**config.mk**
```make
export PLATFORM = sky130hd
export DESIGN_NAME = screen_sequencer
export DESIGN_NICKNAME = d
export VERILOG_FILES = /design/src/rtl/screen_pkg.sv /design/src/rtl/btn_debounce.sv /design/src/rtl/screen_sequencer.sv
export SDC_FILE = /design/constraint.sdc
export NUM_CORES = 1
export LEC_CHECK = 0
export BUFFER_PORTS_ARGS = -buffer_cell sky130_fd_sc_hd__buf_2
export CAP_MARGIN = 20
export CORE_MARGIN = 4
export CORE_UTILIZATION = 45
export DETAILED_ROUTE_END_ITERATION = 7
export PLACE_DENSITY = 0.78
export REMOVE_ABC_BUFFERS = 1
export SETUP_SLACK_MARGIN = 0.02
export SLEW_MARGIN = 25
export SYNTH_ARGS = -nofsm -noshare
export SYNTH_HDL_FRONTEND = slang
export SYNTH_HIERARCHICAL = 1
export SYNTH_SLANG_ARGS = --single-unit
```
**constraint.sdc**
```tcl
create_clock -name clk -period 1.7 [get_ports clk]
set_input_delay 0.085 -clock clk [delete_from_list [all_inputs] [get_ports clk]]
set_output_delay 0.085 -clock clk [all_outputs]
set_load 0.02 [all_outputs]
```
**src/rtl/screen_pkg.sv**
```systemverilog
// Shared definitions for the OLED screen controller: screen encodings,
// display geometry and RGB565 colour constants.
package screen_pkg;

  typedef enum logic [1:0] {
    HOME     = 2'd0,
    CONTROLS = 2'd1,
    PLAY     = 2'd2,
    OVER     = 2'd3
  } screen_t;

  localparam int SCREEN_W = 96;
  localparam int SCREEN_H = 64;

  localparam logic [15:0] WHITE  = 16'hFFFF;
  localparam logic [15:0] BLACK  = 16'h0000;
  localparam logic [15:0] RED    = 16'hF800;
  localparam logic [15:0] GREEN  = 16'h07E0;
  localparam logic [15:0] BLUE   = 16'h001F;
  localparam logic [15:0] YELLOW = 16'hFFE0;

  // Screen reached by the centre button from HOME, given the cursor position.
  function automatic screen_t home_target(input logic item);
    return item ? CONTROLS : PLAY;
  endfunction

endpackage

```
**src/rtl/btn_debounce.sv**
```systemverilog
// One push-button: 2-flop synchronizer, stable-level debounce counter and a
// one-cycle pulse on each accepted press.
module btn_debounce #(
  parameter int DEBOUNCE_CYCLES = 62500
) (
  input  logic clk,
  input  logic rst_n,
  input  logic btn,
  output logic pulse
);

  localparam int CW = $clog2(DEBOUNCE_CYCLES + 1);
  localparam logic [CW-1:0] CNT_LAST = CW'(DEBOUNCE_CYCLES - 1);

  logic          sync1_r;
  logic          sync2_r;
  logic          level_r;
  logic          armed_r;
  logic          pulse_r;
  logic [1:0]    settle_r;
  logic [CW-1:0] cnt_r;
  logic          accept_s;

  assign accept_s = (sync2_r != level_r) && (cnt_r == CNT_LAST);
  assign pulse    = pulse_r;

  // Synchronize, debounce and edge-detect; a button held through reset stays
  // disarmed until it has been seen released.
  always_ff @(posedge clk or negedge rst_n) begin
    if (!rst_n) begin
      sync1_r  <= 1'b0;
      sync2_r  <= 1'b0;
      level_r  <= 1'b0;
      armed_r  <= 1'b0;
      pulse_r  <= 1'b0;
      settle_r <= 2'b00;
      cnt_r    <= '0;
    end else begin
      sync1_r  <= btn;
      sync2_r  <= sync1_r;
      settle_r <= {settle_r[0], 1'b1};
      armed_r  <= armed_r | (settle_r[1] & ~sync2_r);
      pulse_r  <= accept_s & sync2_r & armed_r;
      if (sync2_r != level_r) begin
        if (accept_s) begin
          level_r <= sync2_r;
          cnt_r   <= '0;
        end else begin
          cnt_r <= cnt_r + CW'(1);
        end
      end else begin
        cnt_r <= '0;
      end
    end
  end

endmodule

```
**src/rtl/screen_sequencer.sv**
```systemverilog
// Top-level OLED screen controller: button events, HOME/CONTROLS/PLAY/OVER
// sequencing with frame-aligned commits, blink phase and pixel source mux.
module screen_sequencer
  import screen_pkg::*;
#(
  parameter int DEBOUNCE_CYCLES = 62500,
  parameter int BLINK_FRAMES    = 15,
  parameter int OVER_FRAMES     = 180
) (
  input  logic        clk,
  input  logic        rst_n,
  input  logic        btn_c,
  input  logic        btn_u,
  input  logic        btn_d,
  input  logic        frame_begin,
  input  logic        game_over,
  input  logic [15:0] home_data,
  input  logic [15:0] ctrl_data,
  input  logic [15:0] play_data,
  input  logic [15:0] over_data,
  output logic [1:0]  screen,
  output logic        menu_item,
  output logic        blink_on,
  output logic        game_start,
  output logic [15:0] oled_data
);

  localparam int BW = $clog2(BLINK_FRAMES + 1);
  localparam int OW = $clog2(OVER_FRAMES + 1);
  localparam logic [BW-1:0] BLINK_LAST = BW'(BLINK_FRAMES - 1);
  localparam logic [OW-1:0] OVER_LAST  = OW'(OVER_FRAMES);

  screen_t       screen_r;
  screen_t       pend_screen_r;
  screen_t       req_screen_s;
  logic          pend_valid_r;
  logic          menu_item_r;
  logic          blink_on_r;
  logic          game_start_r;
  logic [BW-1:0] blink_cnt_r;
  logic [OW-1:0] over_cnt_r;
  logic [15:0]   oled_data_r;
  logic [15:0]   pixel_s;
  logic          ev_c_s;
  logic          ev_u_s;
  logic          ev_d_s;
  logic          req_valid_s;
  logic          toggle_s;
  logic          commit_s;

  btn_debounce #(.DEBOUNCE_CYCLES(DEBOUNCE_CYCLES)) u_deb_c (
    .clk(clk), .rst_n(rst_n), .btn(btn_c), .pulse(ev_c_s)
  );
  btn_debounce #(.DEBOUNCE_CYCLES(DEBOUNCE_CYCLES)) u_deb_u (
    .clk(clk), .rst_n(rst_n), .btn(btn_u), .pulse(ev_u_s)
  );
  btn_debounce #(.DEBOUNCE_CYCLES(DEBOUNCE_CYCLES)) u_deb_d (
    .clk(clk), .rst_n(rst_n), .btn(btn_d), .pulse(ev_d_s)
  );

  assign commit_s   = frame_begin & pend_valid_r;
  assign screen     = screen_r;
  assign menu_item  = menu_item_r;
  assign blink_on   = blink_on_r;
  assign game_start = game_start_r;
  assign oled_data  = oled_data_r;

  // Decode events into a screen request or a cursor toggle; C outranks U/D,
  // and nothing is accepted while a request waits for its frame boundary.
  always_comb begin
    req_valid_s  = 1'b0;
    req_screen_s = HOME;
    toggle_s     = 1'b0;
    if (pend_valid_r) begin
      req_valid_s = 1'b0;
    end else begin
      case (screen_r)
        HOME: begin
          if (ev_c_s) begin
            req_valid_s  = 1'b1;
            req_screen_s = home_target(menu_item_r);
          end else begin
            toggle_s = ev_u_s | ev_d_s;
          end
        end
        CONTROLS: req_valid_s = ev_c_s;
        PLAY: begin
          req_valid_s  = game_over;
          req_screen_s = OVER;
        end
        OVER:    req_valid_s = ev_c_s | (over_cnt_r == OVER_LAST);
        default: req_valid_s = 1'b0;
      endcase
    end
  end

  // Select the renderer belonging to the currently committed screen.
  always_comb begin
    pixel_s = 16'h0000;
    case (screen_r)
      HOME:     pixel_s = home_data;
      CONTROLS: pixel_s = ctrl_data;
      PLAY:     pixel_s = play_data;
      OVER:     pixel_s = over_data;
      default:  pixel_s = 16'h0000;
    endcase
  end

  // Screen state, pending request, cursor, blink and OVER timers, outputs.
  always_ff @(posedge clk or negedge rst_n) begin
    if (!rst_n) begin
      screen_r      <= HOME;
      pend_screen_r <= HOME;
      pend_valid_r  <= 1'b0;
      menu_item_r   <= 1'b0;
      blink_on_r    <= 1'b1;
      blink_cnt_r   <= '0;
      over_cnt_r    <= '0;
      game_start_r  <= 1'b0;
      oled_data_r   <= 16'h0000;
    end else begin
      oled_data_r  <= pixel_s;
      game_start_r <= 1'b0;
      if (commit_s) begin
        screen_r     <= pend_screen_r;
        pend_valid_r <= 1'b0;
        blink_cnt_r  <= '0;
        blink_on_r   <= 1'b1;
        over_cnt_r   <= '0;
        game_start_r <= (pend_screen_r == PLAY);
      end else begin
        if (req_valid_s) begin
          pend_valid_r  <= 1'b1;
          pend_screen_r <= req_screen_s;
        end
        if (toggle_s) begin
          menu_item_r <= ~menu_item_r;
        end
        if (frame_begin) begin
          if (blink_cnt_r == BLINK_LAST) begin
            blink_cnt_r <= '0;
            blink_on_r  <= ~blink_on_r;
          end else begin
            blink_cnt_r <= blink_cnt_r + BW'(1);
          end
          if ((screen_r == OVER) && (over_cnt_r != OVER_LAST)) begin
            over_cnt_r <= over_cnt_r + OW'(1);
          end
        end
      end
    end
  end

endmodule

```
### Word level (Yosys, flattened, before mapping)

Cells that the tools add are included.

* register bits: 105
* logic and storage cells: 114

* add/subtract/negate cells: 5
* eq/ne operators: 13
* multiplexer cells: 29
* bitwise gates (word level): 21
* reductions and logical operators: 16

Operators by type and width (count)
* 16-bit two-way mux: 6
* 16-bit case mux with 4 select lines: 1
* 16-bit by 1-bit adder with 16-bit output (second input constant): 3
* 16-bit equality test (second input constant): 3
* 8-bit two-way mux: 3
* 2-bit AND reduction: 7
* 4-bit two-way mux: 3
* 1-bit two-way mux: 11
* 1-bit AND: 10
* 8-bit by 1-bit adder with 8-bit output (second input constant): 1
* 8-bit equality test (second input constant): 1
* 8-bit != test (second input constant): 1
* 2-bit nonzero test: 4
* 2-bit equality test (second input constant): 3
* 2-bit two-way mux: 3
* 1-bit inverter: 6
* 1-bit bitwise OR: 5
* 4-bit by 1-bit adder with 4-bit output (second input constant): 1
* 4-bit equality test (second input constant): 1
* 1-bit logical AND: 4
* 1-bit case mux with 4 select lines: 1
* 2-bit case mux with 2 select lines: 1
* 1-bit != test: 3
* 2-bit by 1-bit equality test with 1-bit output (second input constant): 1
* 2-bit logical NOT: 1

### Logic depth before layout (Yosys ltp)

* depth after elaboration: 6
* depth in mapped cells: 6

### Modules after synthesis

The synthesis kept the hierarchy.

By module, submodules not included
* btn_debounce at u_deb_c ...: times used 2, cells each 92, area an instance 1001.0 um^2
* screen_sequencer: times used 1, cells each 141, area an instance 1863.0 um^2
* btn_debounce at u_deb_d: times used 1, cells each 94, area an instance 1041.0 um^2

### Worst setup path after synthesis

Ideal clock, no wire load.

* path kind: reg2reg
* start: reg u_deb_c.cnt_r[9]
* end: reg u_deb_c.cnt_r[14]
* setup time: 119 ps
* arrival time: 1700 ps
* data required time: 1581 ps
* slack: -119 ps
* stages on the path, launching flop included: 6
* buffers on the path: 1
* cells stage by stage: dfrtp_1 -> or4_1 -> or4_4 -> nand2_4 -> buf_6 -> nor2_1

* cells in the longest elaborated chain, start to end: 4
* elaborated cells between the ends (all ways): 5
* classes of those cells: add/sub: 1; eq/ne: 1; mux: 2; reduce/logical: 1

Ends and longest elaborated chain
* start: declaration: line btn_debounce.sv:21 `logic [CW-1:0] cnt_r;`
* start signal: assignment: line btn_debounce.sv:49 `cnt_r <= cnt_r + CW'(1);`
* parallel branches: the longest is 2 deep, another holds 16-bit by 1-bit adder with 16-bit output
* 16-bit two-way mux (*): line btn_debounce.sv:45 `if (accept_s) begin`
* 16-bit two-way mux (*): line btn_debounce.sv:44 `if (sync2_r != level_r) begin`

Mark *: on every way between the ends.
A chain may end at the register's enable or synchronous reset.

### Worst setup path in the final report

* start: reg u_deb_u.cnt_r[9]
* end: reg u_deb_u.cnt_r[1]

* cells in the longest elaborated chain, start to end: 4

Ends and longest elaborated chain
* start: declaration: line btn_debounce.sv:21
* start signal: assignment: line btn_debounce.sv:49
* 16-bit equality test: line btn_debounce.sv:24 `assign accept_s = (sync2_r != level_r) && (cnt_r == CNT_LAST);`
* 1-bit logical AND: line btn_debounce.sv:24
* 16-bit two-way mux: line btn_debounce.sv:45
* 16-bit two-way mux: line btn_debounce.sv:44

No other way between the ends.

==> flow_summary.json <==
{
  "grt.overflow.total": 0,
  "cp.required_ns": 1.95,
  "hold_violations": 0,
  "ys_types": 59,
  "drt-total-wl_mm": 10.5,
  "startpoint": "u_deb_u/cnt_r[9]$_DFF_PN0_",
  "synth_ff_type": "dfrtp_1",
  "io-pin-count": 92,
  "cts_inserted_buffers": 9,
  "grt_use_total_pct": 16.9,
  "maxCapViolations": 0,
  "min_path_type": "input pin to register",
  "h-tree-depth": 3,
  "yosysTopAreaCellShare_pct": 53.0,
  "crit_buf_inv": 0,
  "ir_drop_v": 0.000374,
  "cts_sinks": 105,
  "synth_most_common_cell": "dfrtp_1",
  "clk_pin_slew_ns": 0.10,
  "start_kind": "register",
  "violations": "setup timing",
  "ys_warn_count": 6,
  "cp_max_fo": 5,
  "grt_pass1_wl_mm": 17.8,
  "cts-root-buf": "clkbuf_8",
  "area_growth_pct": 22.3,
  "final_core_util_pct": 57.3,
  "arrival_ns": 2.05,
  "p_per_area_nw_per_um2": 778,
  "num_vias": 3686,
  "crit_slowest_cell": "or4_4",
  "met1_usage_pct": 20.6,
  "chipHeight_microns": 112,
  "dp.cells": 666,
  "drive_above_1_share_pct": 33.8,
  "placeableCoreArea_sq_um": 10500,
  "finClkSkew_ns": 0.0109,
  "relSlewSlack_pct": 60.3,
  "die_w_microns": 112,
  "clk_path_buf_depth": 2,
  "antennaDiodeCount": 0,
  "grt_max_degree": 45,
  "crit_type": "register to register",
  "stdcell_count": 687,
  "worstHoldStart": "play_data[8]",
  "syn_inst": 419,
  "maxSlewViolCount": 0,
  "max_freq_mhz": 554,
  "setup_violations": 36,
  "dieArea_sq_um": 12600,
  "antenna_left": 0,
  "worst_slack_ns": -0.105,
  "critPathMostFrequentCell": "or4_4",
  "use_met2_pct": 29.3,
  "synth_area_sq_um": 4910,
  "cp_top_family": "simple AND/OR/NAND/NOR gates",
  "worst_pin_slew_ns": 0.594,
  "async_flop_share_pct": 100,
  "place.gp.congestion": 0.861,
  "top_usage_layer": "met2",
  "numPortBuffers": 91,
  "rsz0062_at_grt": "yes",
  "finalPower_w": 0.00467,
  "antenna_found_initial": 0,
  "synth.area.top_cells": "dfrtp_1, xnor2_1, mux4_2",
  "tns_ns": -2.85,
  "slowest_delay_ns": 0.58,
  "wire_per_inst_microns": 15.2,
  "post-route-drc-count": 0,
  "cts_tree": "yes",
  "p_leak_nw": 2.62,
  "period_share_pct": 106,
  "synth_edf_count": 0,
  "status": "complete, but fails checks",
  "netlist_top_cells_count": "dfrtp_1, nor2_1, xnor2_1",
  "synth_area_leader_cell": "dfrtp_1",
  "reg2reg_from": "u_deb_u/cnt_r[9]$_DFF_PN0_",
  "clk_latency_ns": 0.35,
  "drt_pre_antenna_iters": 4,
  "grt_use_met3_pct": 4.15,
  "initial_core_util_pct": 46.9,
  "nets": 624,
  "post_drt_via_cell_ratio": 5.37,
  "crit_path_end_kind": "register",
  "grt_pass1_vias": 3893,
  "syn_area_per_cell_sq_um": 11.7,
  "synth-seq-cells": 105,
  "rows": 37,
  "drtIter0Drc": 216,
  "dpl.hpwl_mm": 7.79,
  "finalCriticalPeriod_ns": 1.80,
  "crit_chain": "or4_4 > or4_4 > and3_1",
  "ys_seq_area_share_pct": 53.6
}
-- power breakdown --
part | total [W] | switching (W) | leakage [nW] | internal (W)
clock network | 0.00151 | 0.000824 | 0.0856 | 0.000681
logic | 0.000474 | 0.000257 | 1.17 | 0.000218
registers | 0.00269 | 0.0000783 | 1.37 | 0.00261
-- sequential cells by signal, indices dropped and copies added (netlist names), 2 cells and up --
name,count
u_deb_c/cnt_r,16
oled_data,16
u_deb_d/cnt_r,16
over_cnt_r,8
u_deb_u/settle_r,2
u_deb_c/settle_r,2
u_deb_d/settle_r,2
blink_cnt_r,4
pend_screen_r,2
u_deb_u/cnt_r,16
screen,2
-- per-stage QoR --
stage               area, sq um  hold WS (ns)  setup WS, ns
finish                     6000        0.0470        -0.105
global route               6000        0.0247        -0.162
CTS                        5970        0.0350       -0.0870
detailed placement         5710        0.0765       -0.0983
global placement           5710        0.0635       -0.0593
floorplan                  4820        -0.211        -0.317
-- layout make-up --
| cell class | count | area, sq um |
|---|---|---|
| Clock buffer | 11 | 131 |
| Clock inverter | 5 | 57.6 |
| Fill cell | 848 | 4460 |
| Inverter | 17 | 63.8 |
| Multi-Input combinational cell | 286 | 2180 |
| Sequential cell | 105 | 2630 |
| Tap cell | 136 | 170 |
| Timing Repair Buffer | 127 | 763 |
-- cells by family after synthesis --
| group | Yosys count | synth area share [%] |
|---|---|---|
| fa+ha+maj | 7 | 1.79 |
| compound gates | 34 | 4.85 |
| other cells | 3 | 0.230 |
| simple gates | 173 | 19.6 |
| xor+xnor | 49 | 8.75 |
| buf+inv | 28 | 3.03 |
| flops | 105 | 53.6 |
| mux | 20 | 8.21 |
-- what timing repair did --
item / in CTS / in global routing
endpoints found under the setup margin: 36 / 51
hold endpoints to repair: 36 / 0
hold buffers: 4 / 0
pin swaps: 3 / 4
resized for setup: 5 / 6
setup buffers: 0 / 1
-- layer usage --
layer / part of all wire, % / vias to the layer above / routed length (microns)
met5: 0 / - / 0
met1: 41 / 1795 / 4320
met3: 7.8 / 16 / 814
met4: 1.5 / 0 / 155
met2: 49 / 150 / 5180
li1: - / 1725 / -
-- final timing paths --
| check | endpoint | slack [ns] | cells past startpoint |
|---|---|---|---|
| max | u_deb_u/cnt_r[1]$_DFF_PN0_ | -0.10 | 3 |
| min | oled_data[8]$_DFF_PN0_ | 0.05 | 2 |
| max reg2reg | u_deb_u/cnt_r[1]$_DFF_PN0_ | -0.10 | 3 |
| min reg2reg | u_deb_c/settle_r[1]$_DFF_PN0_ | 0.35 | 0 |
| max in group asynchronous | blink_on$_DFFE_PN1P_ | 0.85 | 3 |
| min in group asynchronous | u_deb_u/cnt_r[13]$_DFF_PN0_ | 0.22 | 2 |
-- cells in the final DEF (no fill, tap or decap), types with 16 or more instances in the layout --
| cell | count |
|---|---|
| inv_1 | 17 |
| buf_4 | 31 |
| nor2_1 | 59 |
| nand2_1 | 20 |
| nor3_1 | 16 |
| xnor2_1 | 42 |
| mux4_2 | 16 |
| buf_2 | 90 |
| nand3_1 | 20 |
| dfrtp_1 | 104 |
No activity file was read; power rests on OpenSTA's default activity.
